`src/rtl/ifetch_queue_pkg.sv`:
```
// Shared defaults and helper types for the instruction fetch queue.
// The top and its FIFO import this package.
package ifetch_queue_pkg;

  localparam int ADDR_DEF  = 16;
  localparam int WORD_DEF  = 32;
  localparam int DEPTH_DEF = 4;

  // What happens to the word arriving on the memory data bus this cycle
  typedef enum logic [1:0] {
    RET_NONE,
    RET_PUSH,
    RET_DROP
  } ret_e;

  function automatic int count_width(input int depth);
    return $clog2(depth) + 1;
  endfunction

endpackage

```
`src/rtl/ifetch_queue_fetch_fifo.sv`:
```
// Small prefetch FIFO holding {pc, inst} pairs; flush empties it in one cycle.
// Head reads as zero whenever the FIFO is empty.
module ifetch_queue_fetch_fifo
  import ifetch_queue_pkg::*;
#(
  parameter int DEPTH = DEPTH_DEF,
  parameter int DW    = ADDR_DEF + WORD_DEF
) (
  input  logic                     clk,
  input  logic                     rst,
  input  logic                     push,
  input  logic                     pop,
  input  logic                     flush,
  input  logic [DW-1:0]            din,
  output logic [$clog2(DEPTH):0]   count,
  output logic [DW-1:0]            head
);

  localparam int PW = $clog2(DEPTH);

  logic [DW-1:0] mem [DEPTH];
  logic [PW-1:0] wr_ptr_reg;
  logic [PW-1:0] rd_ptr_reg;
  logic [PW:0]   count_reg;
  logic          pop_ok;
  logic          push_ok;

  always_comb begin
    pop_ok  = pop && (count_reg != '0);
    push_ok = push && ((count_reg != (PW+1)'(DEPTH)) || pop_ok);
  end

  for (genvar gi = 0; gi < DEPTH; gi++) begin : g_entry
    always_ff @(posedge clk) begin
      if (push_ok && !flush && (wr_ptr_reg == PW'(gi)))
        mem[gi] <= din;
    end
  end

  always_ff @(posedge clk or negedge rst) begin
    if (!rst) begin
      wr_ptr_reg <= '0;
      rd_ptr_reg <= '0;
      count_reg  <= '0;
    end else if (flush) begin
      wr_ptr_reg <= '0;
      rd_ptr_reg <= '0;
      count_reg  <= '0;
    end else begin
      wr_ptr_reg <= wr_ptr_reg + PW'(push_ok);
      rd_ptr_reg <= rd_ptr_reg + PW'(pop_ok);
      count_reg  <= count_reg + (PW+1)'(push_ok) - (PW+1)'(pop_ok);
    end
  end

  assign count = count_reg;
  assign head  = (count_reg != '0) ? mem[rd_ptr_reg] : '0;

endmodule

```
`src/rtl/ifetch_queue.sv`:
```
// Instruction prefetch: issues fetches to a 1-cycle memory, queues returned words,
// and hands {inst, pc} to decode; a branch flushes and redirects.
module ifetch_queue
  import ifetch_queue_pkg::*;
#(
  parameter int              ADDR     = ADDR_DEF,
  parameter int              WORD     = WORD_DEF,
  parameter int              DEPTH    = DEPTH_DEF,
  parameter logic [ADDR-1:0] RESET_PC = '0
) (
  input  logic                   clk,
  input  logic                   rst,
  output logic [ADDR-1:0]        mem_addr_o,
  output logic                   mem_en_o,
  input  logic [WORD-1:0]        mem_data_i,
  input  logic                   branch_i,
  input  logic [ADDR-1:0]        baddr_i,
  output logic                   v_o,
  input  logic                   ready_i,
  output logic [WORD-1:0]        inst_o,
  output logic [ADDR-1:0]        pc_o,
  output logic [$clog2(DEPTH):0] count_o
);

  localparam int CNT_W = count_width(DEPTH);

  logic [ADDR-1:0]  fetch_pc_reg;
  logic [ADDR-1:0]  inflight_pc_reg;
  logic             inflight_reg;
  logic             inflight_epoch_reg;
  logic             epoch_reg;
  logic             pop;
  logic             push;
  logic             credit_ok;
  logic [CNT_W:0]   credit;
  ret_e             ret_kind;
  logic [ADDR+WORD-1:0] head;

  // A new fetch may issue only if its word will find a free slot next cycle,
  // counting the word already returning now and the pop happening now.
  always_comb begin
    pop        = v_o && ready_i;
    credit     = {1'b0, count_o} + (CNT_W+1)'(inflight_reg) - (CNT_W+1)'(pop);
    credit_ok  = credit < (CNT_W+1)'(DEPTH);
    mem_en_o   = rst && (credit_ok || branch_i);
    mem_addr_o = (rst && branch_i) ? baddr_i : fetch_pc_reg;
    ret_kind   = RET_NONE;
    if (inflight_reg)
      ret_kind = (branch_i || (inflight_epoch_reg != epoch_reg)) ? RET_DROP : RET_PUSH;
    push = (ret_kind == RET_PUSH);
  end

  always_ff @(posedge clk or negedge rst) begin
    if (!rst) begin
      fetch_pc_reg       <= RESET_PC;
      inflight_pc_reg    <= '0;
      inflight_reg       <= 1'b0;
      inflight_epoch_reg <= 1'b0;
      epoch_reg          <= 1'b0;
    end else begin
      inflight_reg <= mem_en_o;
      if (mem_en_o) begin
        inflight_pc_reg <= mem_addr_o;
        fetch_pc_reg    <= mem_addr_o + ADDR'(1);
      end
      // Redirect fetch carries the post-branch epoch so older returns never match
      if (branch_i)
        epoch_reg <= ~epoch_reg;
      inflight_epoch_reg <= branch_i ? ~epoch_reg : epoch_reg;
    end
  end

  ifetch_queue_fetch_fifo #(
    .DEPTH (DEPTH),
    .DW    (ADDR + WORD)
  ) u_fifo (
    .clk   (clk),
    .rst   (rst),
    .push  (push),
    .pop   (pop),
    .flush (branch_i),
    .din   ({inflight_pc_reg, mem_data_i}),
    .count (count_o),
    .head  (head)
  );

  assign v_o    = (count_o != '0);
  assign pc_o   = head[ADDR+WORD-1:WORD];
  assign inst_o = head[WORD-1:0];

endmodule

```
`config.mk`:
```
export PLATFORM = sky130hd
export DESIGN_NAME = ifetch_queue
export DESIGN_NICKNAME = d
export VERILOG_FILES = /design/src/rtl/ifetch_queue_pkg.sv /design/src/rtl/ifetch_queue_fetch_fifo.sv /design/src/rtl/ifetch_queue.sv
export SDC_FILE = /design/constraint.sdc
export NUM_CORES = 1
export LEC_CHECK = 0
export ABC_AREA = 0
export CORE_MARGIN = 2
export CORE_UTILIZATION = 51
export CTS_BUF_LIST = sky130_fd_sc_hd__clkbuf_16
export CTS_CLUSTER_DIAMETER = 30
export CTS_CLUSTER_SIZE = 8
export DETAILED_ROUTE_END_ITERATION = 6
export PLACE_DENSITY = 0.75
export SYNTH_ARGS = -nofsm -noshare
export SYNTH_HDL_FRONTEND = slang
export SYNTH_HIERARCHICAL = 1
export SYNTH_SLANG_ARGS = --single-unit
```
`constraint.sdc`:
```
create_clock -name clk -period 9.4 [get_ports clk]
set_clock_uncertainty 0.15 [all_clocks]
set_input_delay 1.88 -clock clk [delete_from_list [all_inputs] [get_ports clk]]
set_output_delay 1.88 -clock clk [all_outputs]
set_load 0.02 [all_outputs]
```
=== After elaboration in Yosys (flattened, before gate mapping) ===
Memory sizes are Yosys's and may differ from the RTL's.
Index checks and enable logic that the tools add are counted.
W data, S select, Z words.

* Flip-flop bits (word level): 40
* Bits in latches: 0
* Bits in writable memories: 192
* Memory bits (read-only): 0
* Bits of input ports: 52
* Output and inout bits: 69
* Memories kept: 1

* $add $sub $neg: 7
* $mul: 0
* Div/mod/pow operators: 0
* $lt $le $gt $ge: 1
* Equality and inequality tests: 5
* Shifts and indexed selects: 0
* Mux-type cells: 24
* Bitwise logic cells: 0
* Reduce and logical (&&, ||, !) cells: 18

{| class="wikitable"
|+ Memory list
! memory !! words !! bits a word !! rd ports !! clocked after Yosys merged registers in !! write ports !! line !! source
|-
| u_fifo.mem || 4 || 48 || 1 || 0 || 1 || ifetch_queue_fetch_fifo.sv:21 || <nowiki>logic [DW-1:0] mem [DEPTH];</nowiki>
|}

{| class="wikitable"
|+ Operators with widths
! cell !! number
|-
| $mux W48 || 4
|-
| $reduce_or A48 Y1 || 3
|-
| $add A16 B1 Y16 const B || 1
|-
| $mux W16 || 1
|-
| $mux W2 || 7
|-
| $mux W1 || 11
|-
| $logic_and A1 B1 Y1 || 10
|-
| $add A2 B1 Y2 || 2
|-
| $add A3 B1 Y4 || 1
|-
| $eq A2 B1 Y1 const B || 2
|-
| $eq A2 B2 Y1 const B || 2
|-
| $lt A4 B3 Y1 const B || 1
|-
| $sub A4 B1 Y4 || 1
|-
| $add A3 B1 Y3 || 1
|-
| $mux W3 || 1
|-
| $ne A3 B3 Y1 const B || 1
|-
| $reduce_bool A3 Y1 || 1
|-
| $sub A3 B1 Y3 || 1
|-
| $logic_not A2 Y1 || 1
|-
| $logic_or A1 B1 Y1 || 2
|-
| $logic_not A1 Y1 || 1
|}

=== Depth between registers and ports, before layout ===
* Depth in word-level cells: 13
* Depth in mapped cells: 11

=== By module ===
The synthesis kept the hierarchy.

{| class="wikitable"
|+ By module, submodules not included
! module !! times used !! cells each !! area each (µm²) !! sequential area each (µm²)
|-
| ifetch_queue_fetch_fifo || 1 || 339 || 7647.3 || 5940.7
|-
| ifetch_queue || 1 || 185 || 1963.1 || 825.8
|}

=== Worst setup path before layout ===
No wires, ideal clock.

* Path type: input port to flip-flop
* From: in branch_i
* To: mem u_fifo/mem[2][0] in the netlist's numbering, enable pin
* Data arrival time: 7.233 ns
* Required time: 8.660 ns
* Slack: 1.427 ns
* Stages on the path: 3
* Cell sequence: buf_6 -> nor2_1 -> nor4b_1

* Word-level cells in the longest chain between the ends: 12

{| class="wikitable"
|+ Ends and longest elaborated chain
! element !! line !! source
|-
| from (decl) || ifetch_queue.sv:16 || <nowiki>input logic branch_i,</nowiki>
|-
| $mux W2 * || ifetch_queue.sv:49 || <nowiki>ret_kind = (branch_i || (inflight_epoch_reg != epoch_reg)) ? RET_DROP : RET_PUSH;</nowiki>
|-
| $mux W2 * || ifetch_queue.sv:48 || <nowiki>if (inflight_reg)</nowiki>
|-
| $eq A2 B1 Y1 * || ifetch_queue.sv:50 || <nowiki>push = (ret_kind == RET_PUSH);</nowiki>
|-
| named net push || ifetch_queue.sv:33 || <nowiki>logic push;</nowiki>
|-
| $logic_and A1 B1 Y1 * || ifetch_queue_fetch_fifo.sv:30 || <nowiki>push_ok = push && ((count_reg != (PW+1)'(DEPTH)) || pop_ok);</nowiki>
|-
| $logic_and A1 B1 Y1 * || ifetch_queue_fetch_fifo.sv:35 || <nowiki>if (push_ok && !flush && (wr_ptr_reg == PW'(gi)))</nowiki>
|-
| $logic_and A1 B1 Y1 || ifetch_queue_fetch_fifo.sv:35 ||
|-
| $mux W1 || ifetch_queue_fetch_fifo.sv:35 ||
|-
| $mux W1 (not written as such) || ifetch_queue_fetch_fifo.sv:36 || <nowiki>mem[gi] <= din;</nowiki>
|-
| $reduce_or A48 Y1 (no line) || n/a ||
|-
| $mux W2 (no line) or $mux W1 (tied branches) (3 in series) || n/a ||
|-
| to (decl) || ifetch_queue_fetch_fifo.sv:21 ||
|}

Mark *: on every way through the listed nets, which the timed path passes. The rest lies on a longest branch.

=== Worst setup path in the final report ===
* From: in ready_i
* To: out mem_en_o

* Word-level cells in the longest chain between the ends: 5

{| class="wikitable"
|+ Ends and longest elaborated chain
! element !! line !! source
|-
| from (decl) || ifetch_queue.sv:19 || <nowiki>input logic ready_i,</nowiki>
|-
| $logic_and A1 B1 Y1 || ifetch_queue.sv:42 || <nowiki>pop = v_o && ready_i;</nowiki>
|-
| named net pop || ifetch_queue.sv:32 || <nowiki>logic pop;</nowiki>
|-
| $sub A4 B1 Y4 || ifetch_queue.sv:43 || <nowiki>credit = {1'b0, count_o} + (CNT_W+1)'(inflight_reg) - (CNT_W+1)'(pop);</nowiki>
|-
| $lt A4 B3 Y1 || ifetch_queue.sv:44 || <nowiki>credit_ok = credit < (CNT_W+1)'(DEPTH);</nowiki>
|-
| $logic_or A1 B1 Y1 || ifetch_queue.sv:45 || <nowiki>mem_en_o = rst && (credit_ok || branch_i);</nowiki>
|-
| $logic_and A1 B1 Y1 || ifetch_queue.sv:45 ||
|-
| to (decl) || ifetch_queue.sv:14 || <nowiki>output logic mem_en_o,</nowiki>
|}

The timed path passes the listed nets, and every way through them passes these cells.

==> metrics.md <==
| Metric | Value |
|---|---|
| RSZ-0062 raised after global routing | `false` |
| Post-synth ARST share | `17.24%` |
| Mapped Cells | `524` |
| Post-route DRC | `0` |
| Status | `finished clean` |
| Xor and xnor area share after synthesis | `1.875%` |
| # Max-Cap Violations | `0` |
| Final setup violation count | `0` |
| Crit path max fanout | `42` |
| PD cells | `305.4 nW/um^2` |
| DRT antenna net count | `0` |
| Post-CTS Resized | `0` |
| Die width | `141.3 um` |
| Initial antenna violation count | `0` |
| H-tree Lvls | `2` |
| Synth Warn # | `6` |
| Worst-Skew Late Latency | `0.51 ns` |
| Worst VDD drop | `0.2498 mV` |
| Initial DRC count | `313` |
| Reg2Reg Setup Slack | `6.05 ns` |
| Largest area contributor in the netlist | `edfxtp_1` |
| Worst R2R Path Depth | `10` |
| Worst hold start | `inflight_pc_reg[12]` |
| Synth Register Bits | `232` |
| Antenna Cells | `0` |
| Synthesized area per cell | `18.34 sq um` |
| Number of I/O port buffers | `120` |
| Vias in the first global route | `5,631` |
| Proportion of netlist area held by the largest area contributor | `59.99%` |
| Slew Limit Fails | `0` |
| Share of cells above drive strength 1 | `22.24%` |
| Drt wl/cell | `19.54 um` |
| Slowest stage cell, crit path | `clkdlybuf4s50_1` |
| Largest register FFs | `192` |
| Hold buffer count at cts | `0` |
| Netlist cell types | `50` |
| CP Capture Type | `primary output` |
| Largest family of logic cells by synthesized area | `multiplexers` |
| # clock sinks | `232` |
| GR Util All Layers | `19.15%` |
| Core Area | `18,580 sq um` |
| EDFF count, synth | `192` |
| Post-synth top cells | `edfxtp_1, and2_1, mux4_2, dfrtp_1, mux2_2` |
| Critical Path RT | `7.37 ns` |
| Crit Path Class | `input pin to primary output` |
| Adder-cell share of the synthesized area | `1.250%` |
| Final hold viol count | `0` |
| Num CTS Buffers | `43` |
| Critical Path, Cell by Cell | `clkdlybuf4s50_1 -> and2_1 -> ha_1 -> inv_1 -> ha_1 -> and3b_1 -> nor4_1 -> o31a_1 -> buf_4 -> clkdlybuf4s50_1` |
| Compound-Gate Fraction of Synth Area | `1.419%` |
| R2R Path End | `inflight_pc_reg[13]` |
| HPWL after detailed placement | `10,720 um` |
| CTS max path bufs | `3` |
| Critical R2R Launch | `u_fifo/count[1]` |
| Leak | `4.350 nW` |
| Worst-Margin Slew | `0.9934 ns` |
| Mapped cell area | `9610 sq um` |
| Starting density of the core | `51.72%` |
| Slew margin rel. | `33.77%` |
| Placer Congestion | `0.9062` |
| Mux contribution to synthesized area | `15.04%` |
| CTS tree | `done` |
| Dominant cell by count in the synthesized netlist | `edfxtp_1` |
| Max Fclk | `0.1462 GHz` |
| Hold Worst Slack | `0.3621 ns` |
| Slowest stage delay, CP | `0.70 ns` |
| Top Family by Delay on Critical Path | `buffers and inverters` |
| Top FF cell, synth | `edfxtp_1` |
| First-pass GRT wire length | `29,500 um` |
| CP Buf/Inv Count | `4` |
| Hold endpoint | `u_fifo/mem[2][44]` |
| Io pins | `121` |
| Synth Net Count | `585` |
| Drt via density | `5.478` |
| Simple-Gate Fraction of Synth Area | `7.929%` |
| Final Core Density | `66.67%` |
| Grt ovf | `0` |
| Fin crit share | `72.74%` |
| Drt pass-1 iters | `4` |
| Detailed Route WL | `18,370 um` |
| Crit path DAT | `4.81 ns` |
| Via count | `5,149` |
| Vert. Die Dim | `141.3 um` |
| Seq/Total Area, Yosys | `70.41%` |
| Fillers | `1,271` |
| Area grow syn2layout | `28.89%` |
| Worst Setup Start Kind | `input pin` |
| Root Driver | `clkbuf_16` |
| FP Rows | `50` |
| Largest net degree at the start of global routing | `50` |
| Setup TNS | `0 ns` |
| Worst hold stages | `0` |
| Hold Crit Class | `flip-flop to flip-flop` |
| Post-CTS Setup Inserts | `0` |
| Final nets | `735` |
| Synth top area cells | `edfxtp_1, mux4_2, dfrtp_1, and2_1, mux2_2` |
| Period minus WS final | `6.838 ns` |
| Die area | `19,960 sq um` |
| Clock transition at the registers of the reported paths | `0.05 ns` |
[logic make-up (layout without fill, tap and decap cells)]
logic type | count (synthesis) | count (layout)
DFF | 232 | 232
and+or+nand+nor | 123 | 123
muxes | 81 | 81
buffers and inverters | 39 | 221
AOI/OAI and AO/OA | 21 | 21
xor gates and xnor gates | 19 | 19
adders and majority gates | 9 | 9
[area by class of cell]
| type | count | area, sq um | area share, % |
|---|---|---|---|
| clock inverter | 33 | 220.2 | 1.778 |
| tap | 234 | 292.8 | 2.364 |
| multi-input combinational | 253 | 2681 | 21.65 |
| sequential | 232 | 6771 | 54.67 |
| inverter | 15 | 56.30 | 0.4545 |
| clock buffer | 44 | 1101 | 8.889 |
| timing repair buffer | 129 | 1264 | 10.20 |
[cell usage in the layout, fill, tap and decap left out, types with 3 or more instances in the layout]
cell type	count
mux4_2	48
edfxtp_1	192
mux2_2	23
nand2b_1	3
xor2_1	4
inv_1	26
nand4_1	7
clkdlybuf4s50_1	119
buf_4	9
nor2_1	15
clkinv_1	9
clkinv_2	4
and2_1	51
a21oi_1	8
nor2b_1	4
clkinvlp_4	3
o21ai_1	3
mux2i_1	9
ha_1	8
o21ai_0	4
nand3_1	3
clkbuf_16	44
dfrtp_1	38
xnor2_1	14
nand2_1	18
[power breakdown]
group | total [mW] | internal [mW] | switching, mW | leakage (nW)
Sequential | 1.39 | 1.27 | 0.122 | 2.22
Clock | 1.36 | 0.894 | 0.465 | 0.679
Combinational | 1.03 | 0.514 | 0.518 | 1.46
Total | 3.78 | 2.68 | 1.10 | 4.35
[worst max path at each step]
stage | start | end | cells after the start
3_3_place_gp | ready_i | mem_en_o | 10
5_1_grt | ready_i | mem_en_o | 10
2_1_floorplan | branch_i | u_fifo/mem[2][0] | 3
4_1_cts | ready_i | mem_en_o | 10
3_5_place_dp | ready_i | mem_en_o | 10
6_report | ready_i | mem_en_o | 10
[layer usage]
layer	part of all wire, %	global-route usage [%]
met5	0	0
met4	1.7	6.737
met3	6.2	4.894
met2	48	30.84
met1	44	25.76
[through the flow]
step	instances	power [mW]	area, sq um	worst slack, ns
2_1_floorplan	524	1.999	9610	1.427
3_5_place_dp	863	2.451	11070	2.607
4_1_cts	940	3.831	12390	2.567
3_3_place_gp	863	2.430	11070	2.717
6_report	940	3.783	12390	2.562
5_1_grt	940	3.968	12390	2.409
Power figures use the tool's default switching activity.
